--- config.mk ---
export PLATFORM = sky130hd
export DESIGN_NAME = seq_divider
export DESIGN_NICKNAME = d
export VERILOG_FILES = /design/src/rtl/seq_divider.sv
export SDC_FILE = /design/constraint.sdc
export NUM_CORES = 1
export LEC_CHECK = 0
export CORE_UTILIZATION = 47
export CTS_CLUSTER_DIAMETER = 40
export CTS_CLUSTER_SIZE = 30
export DETAILED_ROUTE_END_ITERATION = 6
export PLACE_DENSITY = 0.74
export SLEW_MARGIN = 20
export SYNTH_ARGS = -nofsm -noshare
export SYNTH_HDL_FRONTEND = slang
export SYNTH_SLANG_ARGS = --single-unit
--- constraint.sdc ---
create_clock -name clk -period 2.1 [get_ports clk]
set_clock_uncertainty 0.05 [all_clocks]
set_input_delay 0.42 -clock clk [delete_from_list [all_inputs] [get_ports clk]]
set_output_delay 0.42 -clock clk [all_outputs]
set_load 0.1 [all_outputs]
--- src/rtl/seq_divider.sv ---
// -----------------------------------------------------------------------------
// seq_divider
//   Sequential unsigned restoring divider. One quotient bit is resolved per
//   clock, so a division takes WIDTH iterations plus one result cycle.
//
// Ports:
//   clk          system clock, rising edge
//   rst          synchronous active-high reset
//   start        request, accepted while idle or in the done cycle
//   dividend     unsigned dividend, captured when start is accepted
//   divisor      unsigned divisor, captured when start is accepted
//   busy         high while iterations are running
//   done         one-cycle pulse, results valid from this cycle on
//   quotient     result quotient (all ones on divide by zero)
//   remainder    result remainder (dividend on divide by zero)
//   div_by_zero  set with done when the captured divisor was zero
// -----------------------------------------------------------------------------
module seq_divider #(
    parameter int WIDTH = 4
) (
    input  logic             clk,
    input  logic             rst,
    input  logic             start,
    input  logic [WIDTH-1:0] dividend,
    input  logic [WIDTH-1:0] divisor,
    output logic             busy,
    output logic             done,
    output logic [WIDTH-1:0] quotient,
    output logic [WIDTH-1:0] remainder,
    output logic             div_by_zero
);

    localparam int CNT_W = $clog2(WIDTH);
    localparam logic [CNT_W-1:0] LAST = CNT_W'(WIDTH - 1);

    typedef enum logic [1:0] {
        IDLE = 2'd0,
        BUSY = 2'd1,
        DONE = 2'd2
    } state_t;

    state_t           state, state_nxt;
    logic             accept;
    logic             last_iter;
    logic [CNT_W-1:0] cnt;

    // Captured operands and working registers
    logic [WIDTH-1:0] dvsr;
    logic [WIDTH-1:0] dvd;
    logic             dbz;
    logic [WIDTH-1:0] qreg;
    // The partial remainder is always below the divisor once stored, so its
    // top bit is zero; only the low WIDTH bits are kept, the extra bit lives
    // in the trial subtraction.
    logic [WIDTH-1:0] prem;

    logic [WIDTH:0]   shifted;
    logic [WIDTH:0]   trial;
    logic [WIDTH-1:0] prem_nxt;
    logic [WIDTH-1:0] qreg_nxt;

    // FSM state register
    always_ff @(posedge clk) begin
        if (rst) begin
            state <= IDLE;
        end else begin
            state <= state_nxt;
        end
    end

    // FSM next state; the done cycle accepts a new start like idle
    always_comb begin
        state_nxt = state;
        accept    = 1'b0;
        last_iter = 1'b0;
        case (state)
            IDLE: begin
                if (start) begin
                    accept    = 1'b1;
                    state_nxt = BUSY;
                end
            end
            BUSY: begin
                if (cnt == LAST) begin
                    last_iter = 1'b1;
                    state_nxt = DONE;
                end
            end
            DONE: begin
                if (start) begin
                    accept    = 1'b1;
                    state_nxt = BUSY;
                end else begin
                    state_nxt = IDLE;
                end
            end
            default: state_nxt = IDLE;
        endcase
    end

    assign busy = (state == BUSY);
    assign done = (state == DONE);

    // One restoring step: bring in the next dividend bit, try to subtract
    always_comb begin
        shifted = {prem, qreg[WIDTH-1]};
        trial   = shifted - {1'b0, dvsr};
        if (!trial[WIDTH]) begin
            prem_nxt = trial[WIDTH-1:0];
            qreg_nxt = {qreg[WIDTH-2:0], 1'b1};
        end else begin
            prem_nxt = shifted[WIDTH-1:0];
            qreg_nxt = {qreg[WIDTH-2:0], 1'b0};
        end
    end

    // Iteration counter and result registers
    always_ff @(posedge clk) begin
        if (rst) begin
            cnt         <= '0;
            quotient    <= '0;
            remainder   <= '0;
            div_by_zero <= 1'b0;
        end else if (accept) begin
            cnt <= '0;
        end else if (state == BUSY) begin
            cnt <= cnt + 1'b1;
            if (last_iter) begin
                quotient    <= dbz ? '1  : qreg_nxt;
                remainder   <= dbz ? dvd : prem_nxt;
                div_by_zero <= dbz;
            end
        end
    end

    // Operand capture and shift registers
    always_ff @(posedge clk) begin
        if (accept) begin
            dvsr <= divisor;
            dvd  <= dividend;
            dbz  <= (divisor == '0);
            qreg <= dividend;
            prem <= '0;
        end else if (state == BUSY) begin
            qreg <= qreg_nxt;
            prem <= prem_nxt;
        end
    end

endmodule

**Yosys cells after proc, flatten, opt, wreduce, memory -nomap -nowiden**

Index checks and enable logic that the tools add are counted.

- Register bits after elaboration: 30
- ROM bits: 0
- Bits in latches: 0
- Logic and storage cells: 39
- Output and inout port bits: 11
- Memories: 0
- Memory bits (writable): 0

- Reduce and logical (&&, ||, !) cells: 7
- Bitwise logic cells: 1
- Mux-type cells: 14
- Div/mod/pow operators: 0
- Multipliers: 0
- Shift operators: 0
- Add/subtract/negate cells: 2
- Equal/unequal tests: 5
- Magnitude comparators: 0

Operators by type and width:

| cell | number |
|---|---|
| 4-bit 2-to-1 mux | 5 |
| 1-bit 2-to-1 mux | 6 |
| 2-bit one-hot mux with 3 select lines | 1 |
| 5-bit by 4-bit subtractor with 5-bit output | 1 |
| 2-bit == test (second input constant) | 2 |
| 4-bit logical NOT | 1 |
| 2-bit 2-to-1 mux | 2 |
| 2-bit OR reduction | 2 |
| 3-bit AND reduction | 1 |
| 2-bit by 1-bit adder with 2-bit output (second input constant) | 1 |
| 2-bit by 1-bit == test with 1-bit output (second input constant) | 1 |
| 2-bit logical NOT | 1 |
| 2-bit by 1-bit inequality test with 1-bit output (second input constant) | 1 |
| 2-bit inequality test (second input constant) | 1 |
| 2-bit AND reduction | 1 |
| 2-bit nonzero test | 1 |
| 1-bit NOT | 1 |

**Depth between registers and ports, before layout**

Gate-level depths: netlist of the first run.

- Depth in word-level cells: 5
- Mapped depth: 8
- Gate-level depth less buffers: 8

**Worst setup path after synthesis of the first run**

Ideal clock, no wire load.

- Path type: flip-flop to flip-flop
- From: register state[0]
- To: register qreg[0], enable pin
- Slack: -223 ps
- Arrival: 1964 ps
- Stages on the path, launching flop included: 5
- Setup time: 309 ps
- Path buffers: 1
- Cell sequence: dfxtp_1 -> nor2b_1 -> buf_1 -> nor2_1 -> inv_1

- Elaborated cells on any way between the ends: 6
- Classes of those cells: eq/ne (2); mux (1); reduce/logical (3)

RTL lines:

| item | line | RTL |
|---|---|---|
| start, declared | 42 | `state_t state, state_nxt;` |
| start signal, assigned | 67 | `state <= state_nxt;` |
| 2-bit by 1-bit == test with 1-bit output | -- |  |
| via busy | 26 | `output logic busy,` |
| 2-bit nonzero test (no line) | -- |  |
| end signal, assigned | 142 | `qreg <= dividend;` |
| end signal, assigned | 145 | `qreg <= qreg_nxt;` |
| end, declared | 51 | `logic [WIDTH-1:0] qreg;` |

The timed path passes the listed nets, and every way through them passes these cells.
A chain may end at the register's enable or synchronous reset.

**Worst setup path after layout of the first run**

- From: register dvsr[0]
- To: register remainder[1]

- Word-level cells in the longest chain between the ends: 3

RTL lines:

| item | line | RTL |
|---|---|---|
| start, declared | 48 | `logic [WIDTH-1:0] dvsr;` |
| start signal, assigned | 139 | `dvsr <= divisor;` |
| 5-bit by 4-bit subtractor with 5-bit output | 107 | `trial = shifted - {1'b0, dvsr};` |
| 4-bit 2-to-1 mux | 108 | `if (!trial[WIDTH]) begin` |
| 4-bit 2-to-1 mux | 130 | `remainder <= dbz ? dvd : prem_nxt;` |
| end signal, assigned | 130 |  |
| end, declared | 29 | `output logic [WIDTH-1:0] remainder,` |

Every way passes these cells.

==> flow_summary_export.csv, run 1 <==
group,metric,value,unit
outcome,outcome,"complete, no violations",
floorplan,standard_cell_core_area,2760,um^2
finish,stdcell_count,202,
global_route,number_of_antenna_violations_at_the_first_check_in_global_routing,0,
finish,footprint_of_the_multi_input_gates,614,um^2
critical_path,crit-reg2reg-launch,"dvsr[0]",
power_and_ir_drop,peakVddDrop,0.628,mV
global_route,first_pass_grt_wire_length,4730,um
route,detailedRoute.firstPassIterationCount,4,
route,drt-vias-per-instance,5.38,
power_and_ir_drop,internal_power,1.23,mW
sta,report.final.slew_viol_count,0,
clocking,clockBufferDepth,2,
logic_synthesis,syn-mean-instance-area,9.92,um^2
floorplan,die_area,3150,um^2
logic_synthesis,synth_seq_cells,30,
logic_synthesis,netlist_area,1380,um^2
route,route.detailed.wl_per_inst,14.0,um
critical_path,reg2reg_depth,8,
critical_path,setup.worst_path.end,"remainder[1]",
sta,timing.max_slew.rel_slack,0.702,
clocking,post_cts_hold_buffer_count,0,
route,detail_route.wirelength,2830,um
critical_path,worstSetupStartpoint,"dvsr[0]",
logic_synthesis,prevailing_post_synth_register_cell,"dfxtp_1",
sta,timing.final.crit_period,2.06,ns
critical_path,kind_of_start_point_of_the_critical_path,"flop",
placed_design,dp_cells,194,
power_and_ir_drop,switching_pwr,0.584,mW
clocking,cts_made_buffers,5,
logic_synthesis,yosysTopAreaCell,"edfxtp_1",
logic_synthesis,synth_fp_nets,156,
route,drt_iter0_markers,43,
logic_synthesis,synth_common_cells,"19 x nand2_1, 17 x dfxtp_1, 13 x edfxtp_1, 13 x nor3_1, 12 x nor2_1",
sta,final-setup-viol-count,0,
global_route,grt_util_met3,0.0488,
power_and_ir_drop,swShare,0.321,
sta,max_freq,486,MHz
placed_design,globalplace.congestion,0.818,
finish,nFillCells,208,
logic_synthesis,share_of_the_yosys_chip_area_belonging_to_registers,0.530,
power_and_ir_drop,power-per-cell-area,1030,nW/um^2
floorplan,die_span_x,56.2,um
placed_design,port-buffer-count,21,
route,final_antenna_net_count,0,
clocking,clock_tree.root_cell,"clkbuf_4",
logic_synthesis,yosys_warnings,0,
floorplan,floorplan.rows,19,
critical_path,crit_required,2.28,ns
sta,final.setup.tns,0,ns
logic_synthesis,synth-edff-count,13,
sta,finalHoldViolations,0,
logic_synthesis,synth_top_area_frac,0.283,
global_route,grt_overflow_total,0,
finish,final_cell_area,1770,um^2
logic_synthesis,synthCells,139,
placed_design,placed_area,1670,um^2
floorplan,floorplan.initialDensity,0.500,
sta,unrepaired_setup_endpoints_after_global_routing,"yes",
finish,layout-drive-gt1-share,0.199,
power_and_ir_drop,power_frac_seq,0.411,
hold_path,worstHoldPathType,"flop to flop",
finish,seqCellArea,731,um^2
clocking,worst_skew_pair.late_latency,0.33,ns
power_and_ir_drop,share_comb_of_total_power,0.350,
power_and_ir_drop,p_leak,0.737,nW
critical_path,rrSetupSlack,0.04,ns
logic_synthesis,fraction_of_synthesis_flops_using_an_asynchronous_set_or_reset_pin,0,
critical_path,critical_path_arrival,2.23,ns
sta,timing.hold.ws,0.419,ns
power_and_ir_drop,clock_power_share,0.239,
critical_path,r2r-end,"remainder[1]",
critical_path,crit_path_max_fanout,5,
critical_path,endpoint_kind,"flop",
finish,num-nets-final,187,
global_route,top_usage_layer,"met2",
power_and_ir_drop,total_power,1.82,mW
route,detail_route.drc_violations,0,
global_route,gr_met2_demand_resource,0.299,
global_route,use_met1,0.276,
global_route,grt_use_total,0.199,
finish,synthToLayoutAreaGrowth,28.2,%
floorplan,ioPinCount,22,
hold_path,hold_depth,2,
sta,final_min_period_over_clock_period,0.980,
clocking,cts_tree,"yes",
global_route,maximum_number_of_pins_on_one_net_before_global_route_repair,15,
logic_synthesis,ys_types,34,
clocking,clkSinkCount,30,
clocking,clock_pin_slew_reported_for_the_worst_setup_and_hold_paths_after_clock_tree_synthesis,0.10,ns
floorplan,die_h,56.2,um
logic_synthesis,synthMostInstantiatedCell,"nand2_1",
route,via_count,1086,
critical_path,crit_type,"flop to flop",
placed_design,dp_hpwl,2100,um
logic_synthesis,post_synth_main_area_contributors,"edfxtp_1 28%, dfxtp_1 25%, nand2_1 5.2%",
finish,insertedDiodeCount,0,
global_route,vias_in_the_first_global_route,995,
sta,max_slew.worst_pin.slew,0.447,ns
flow_run,cap_violations,0,
clocking,clock_tree.htree_level_count,2,
## critical path: stages (launching register included)
cell      delay, ns
edfxtp_1       0.38
ha_2           0.21
fa_2           0.35
nand2b_4       0.16
a21oi_4        0.18
xor2_4         0.24
buf_6          0.13
mux2i_1        0.18
a211oi_1       0.08
## flip-flops by register name (all words and copies together) (netlist names)
| signal | cells |
|---|---|
| dvd | 4 |
| dvsr | 4 |
| prem | 4 |
| qreg | 4 |
| quotient | 4 |
| remainder | 4 |
| cnt | 2 |
| state | 2 |
| dbz | 1 |
| div_by_zero | 1 |
## routing by layer
| metal | vias to the layer above | part of all wire |
|---|---|---|
| met3 | 7 | 0.038 |
| met5 | - | 0 |
| met1 | 508 | 0.45 |
| met2 | 25 | 0.49 |
| met4 | 0 | 0.017 |
| li1 | 546 | - |
## power groups by stage
stage	Combinational, mW	Clock, mW	Sequential (mW)
after floorplan	0.423	0	0.732
after global placement	0.582	0	0.755
after detailed placement	0.597	0	0.753
after CTS	0.637	0.444	0.744
after global routing	0.700	0.466	0.753
final	0.636	0.434	0.746
## cell families (layout without fill, tap and decap cells)
| logic type | after synthesis | count (layout) | share of synthesized area |
|---|---|---|---|
| and+or+nand+nor | 58 | 58 | 0.201 |
| buffers and inverters | 16 | 48 | 0.0436 |
| AOI/OAI and AO/OA | 21 | 21 | 0.105 |
| adders and majority gates | 6 | 6 | 0.0599 |
| xor gates and xnor gates | 4 | 4 | 0.0309 |
| muxes | 4 | 4 | 0.0290 |
| DFF | 30 | 30 | 0.530 |
## per-stage QoR
step                      worst slack (ns)  utilization
after CTS                           0.0122        0.641
after detailed placement           -0.0828        0.605
after floorplan                    0.00754            -
after global routing               -0.0513        0.641
final                               0.0423        0.641
after global placement             -0.0176        0.605
## cell usage in the layout, fill, tap and decap left out, types with 2 or more instances in the layout
| cell | synthesis | layout |
|---|---|---|
| nor2_1 | 12 | 12 |
| a21oi_1 | 5 | 5 |
| dfxtp_1 | 17 | 17 |
| nor3_1 | 13 | 13 |
| xnor2_1 | 3 | 3 |
| or3_1 | 2 | 2 |
| a22o_1 | 2 | 2 |
| clkbuf_4 | 0 | 5 |
| clkdlybuf4s50_1 | 0 | 10 |
| nor2b_1 | 3 | 2 |
| mux2i_1 | 4 | 4 |
| nand2b_1 | 4 | 4 |
| edfxtp_1 | 13 | 13 |
| o21ai_1 | 2 | 2 |
| a31oi_1 | 2 | 2 |
| buf_4 | 0 | 18 |
| o21ai_0 | 2 | 2 |
| nand2_1 | 19 | 19 |
| ha_1 | 5 | 4 |
| inv_1 | 9 | 9 |
## cell type report
cell class / instances / share of cell area
clock buffer: 8 / 0.0453
inverter: 10 / 0.0212
multi-input combinational: 93 / 0.347
sequential: 30 / 0.413
tap: 31 / 0.0219
timing repair buffer: 30 / 0.151
## worst min-delay path by stage
| stage | endpoint | startpoint | slack (ns) |
|---|---|---|---|
| after global placement | div_by_zero | div_by_zero | 0.39 |
| after global routing | div_by_zero | div_by_zero | 0.42 |
| final | div_by_zero | div_by_zero | 0.42 |
| after floorplan | prem[2] | prem[2] | 0.39 |
| after detailed placement | div_by_zero | div_by_zero | 0.41 |
| after CTS | div_by_zero | div_by_zero | 0.42 |
## repair_timing
action | in CTS | in global routing
pin swaps | 1 | 2
gates resized for setup | 4 | 0
gates cloned | 0 | 0
buffers inserted | 0 | 0
setup endpoints to repair | 5 | 5
(Power assumes the default switching activity.)
==> inputs of run 2 (changes only) <==
CAP_MARGIN = 30   (was default)
==> results of run 2 <==
Final layout, timing and power as in run 1 (identical DEF).
==> inputs of run 3 (changes only) <==
CTS_CLUSTER_DIAMETER = 60   (was 40)
==> results of run 3 <==
Final layout, timing and power as in run 1 (identical DEF).
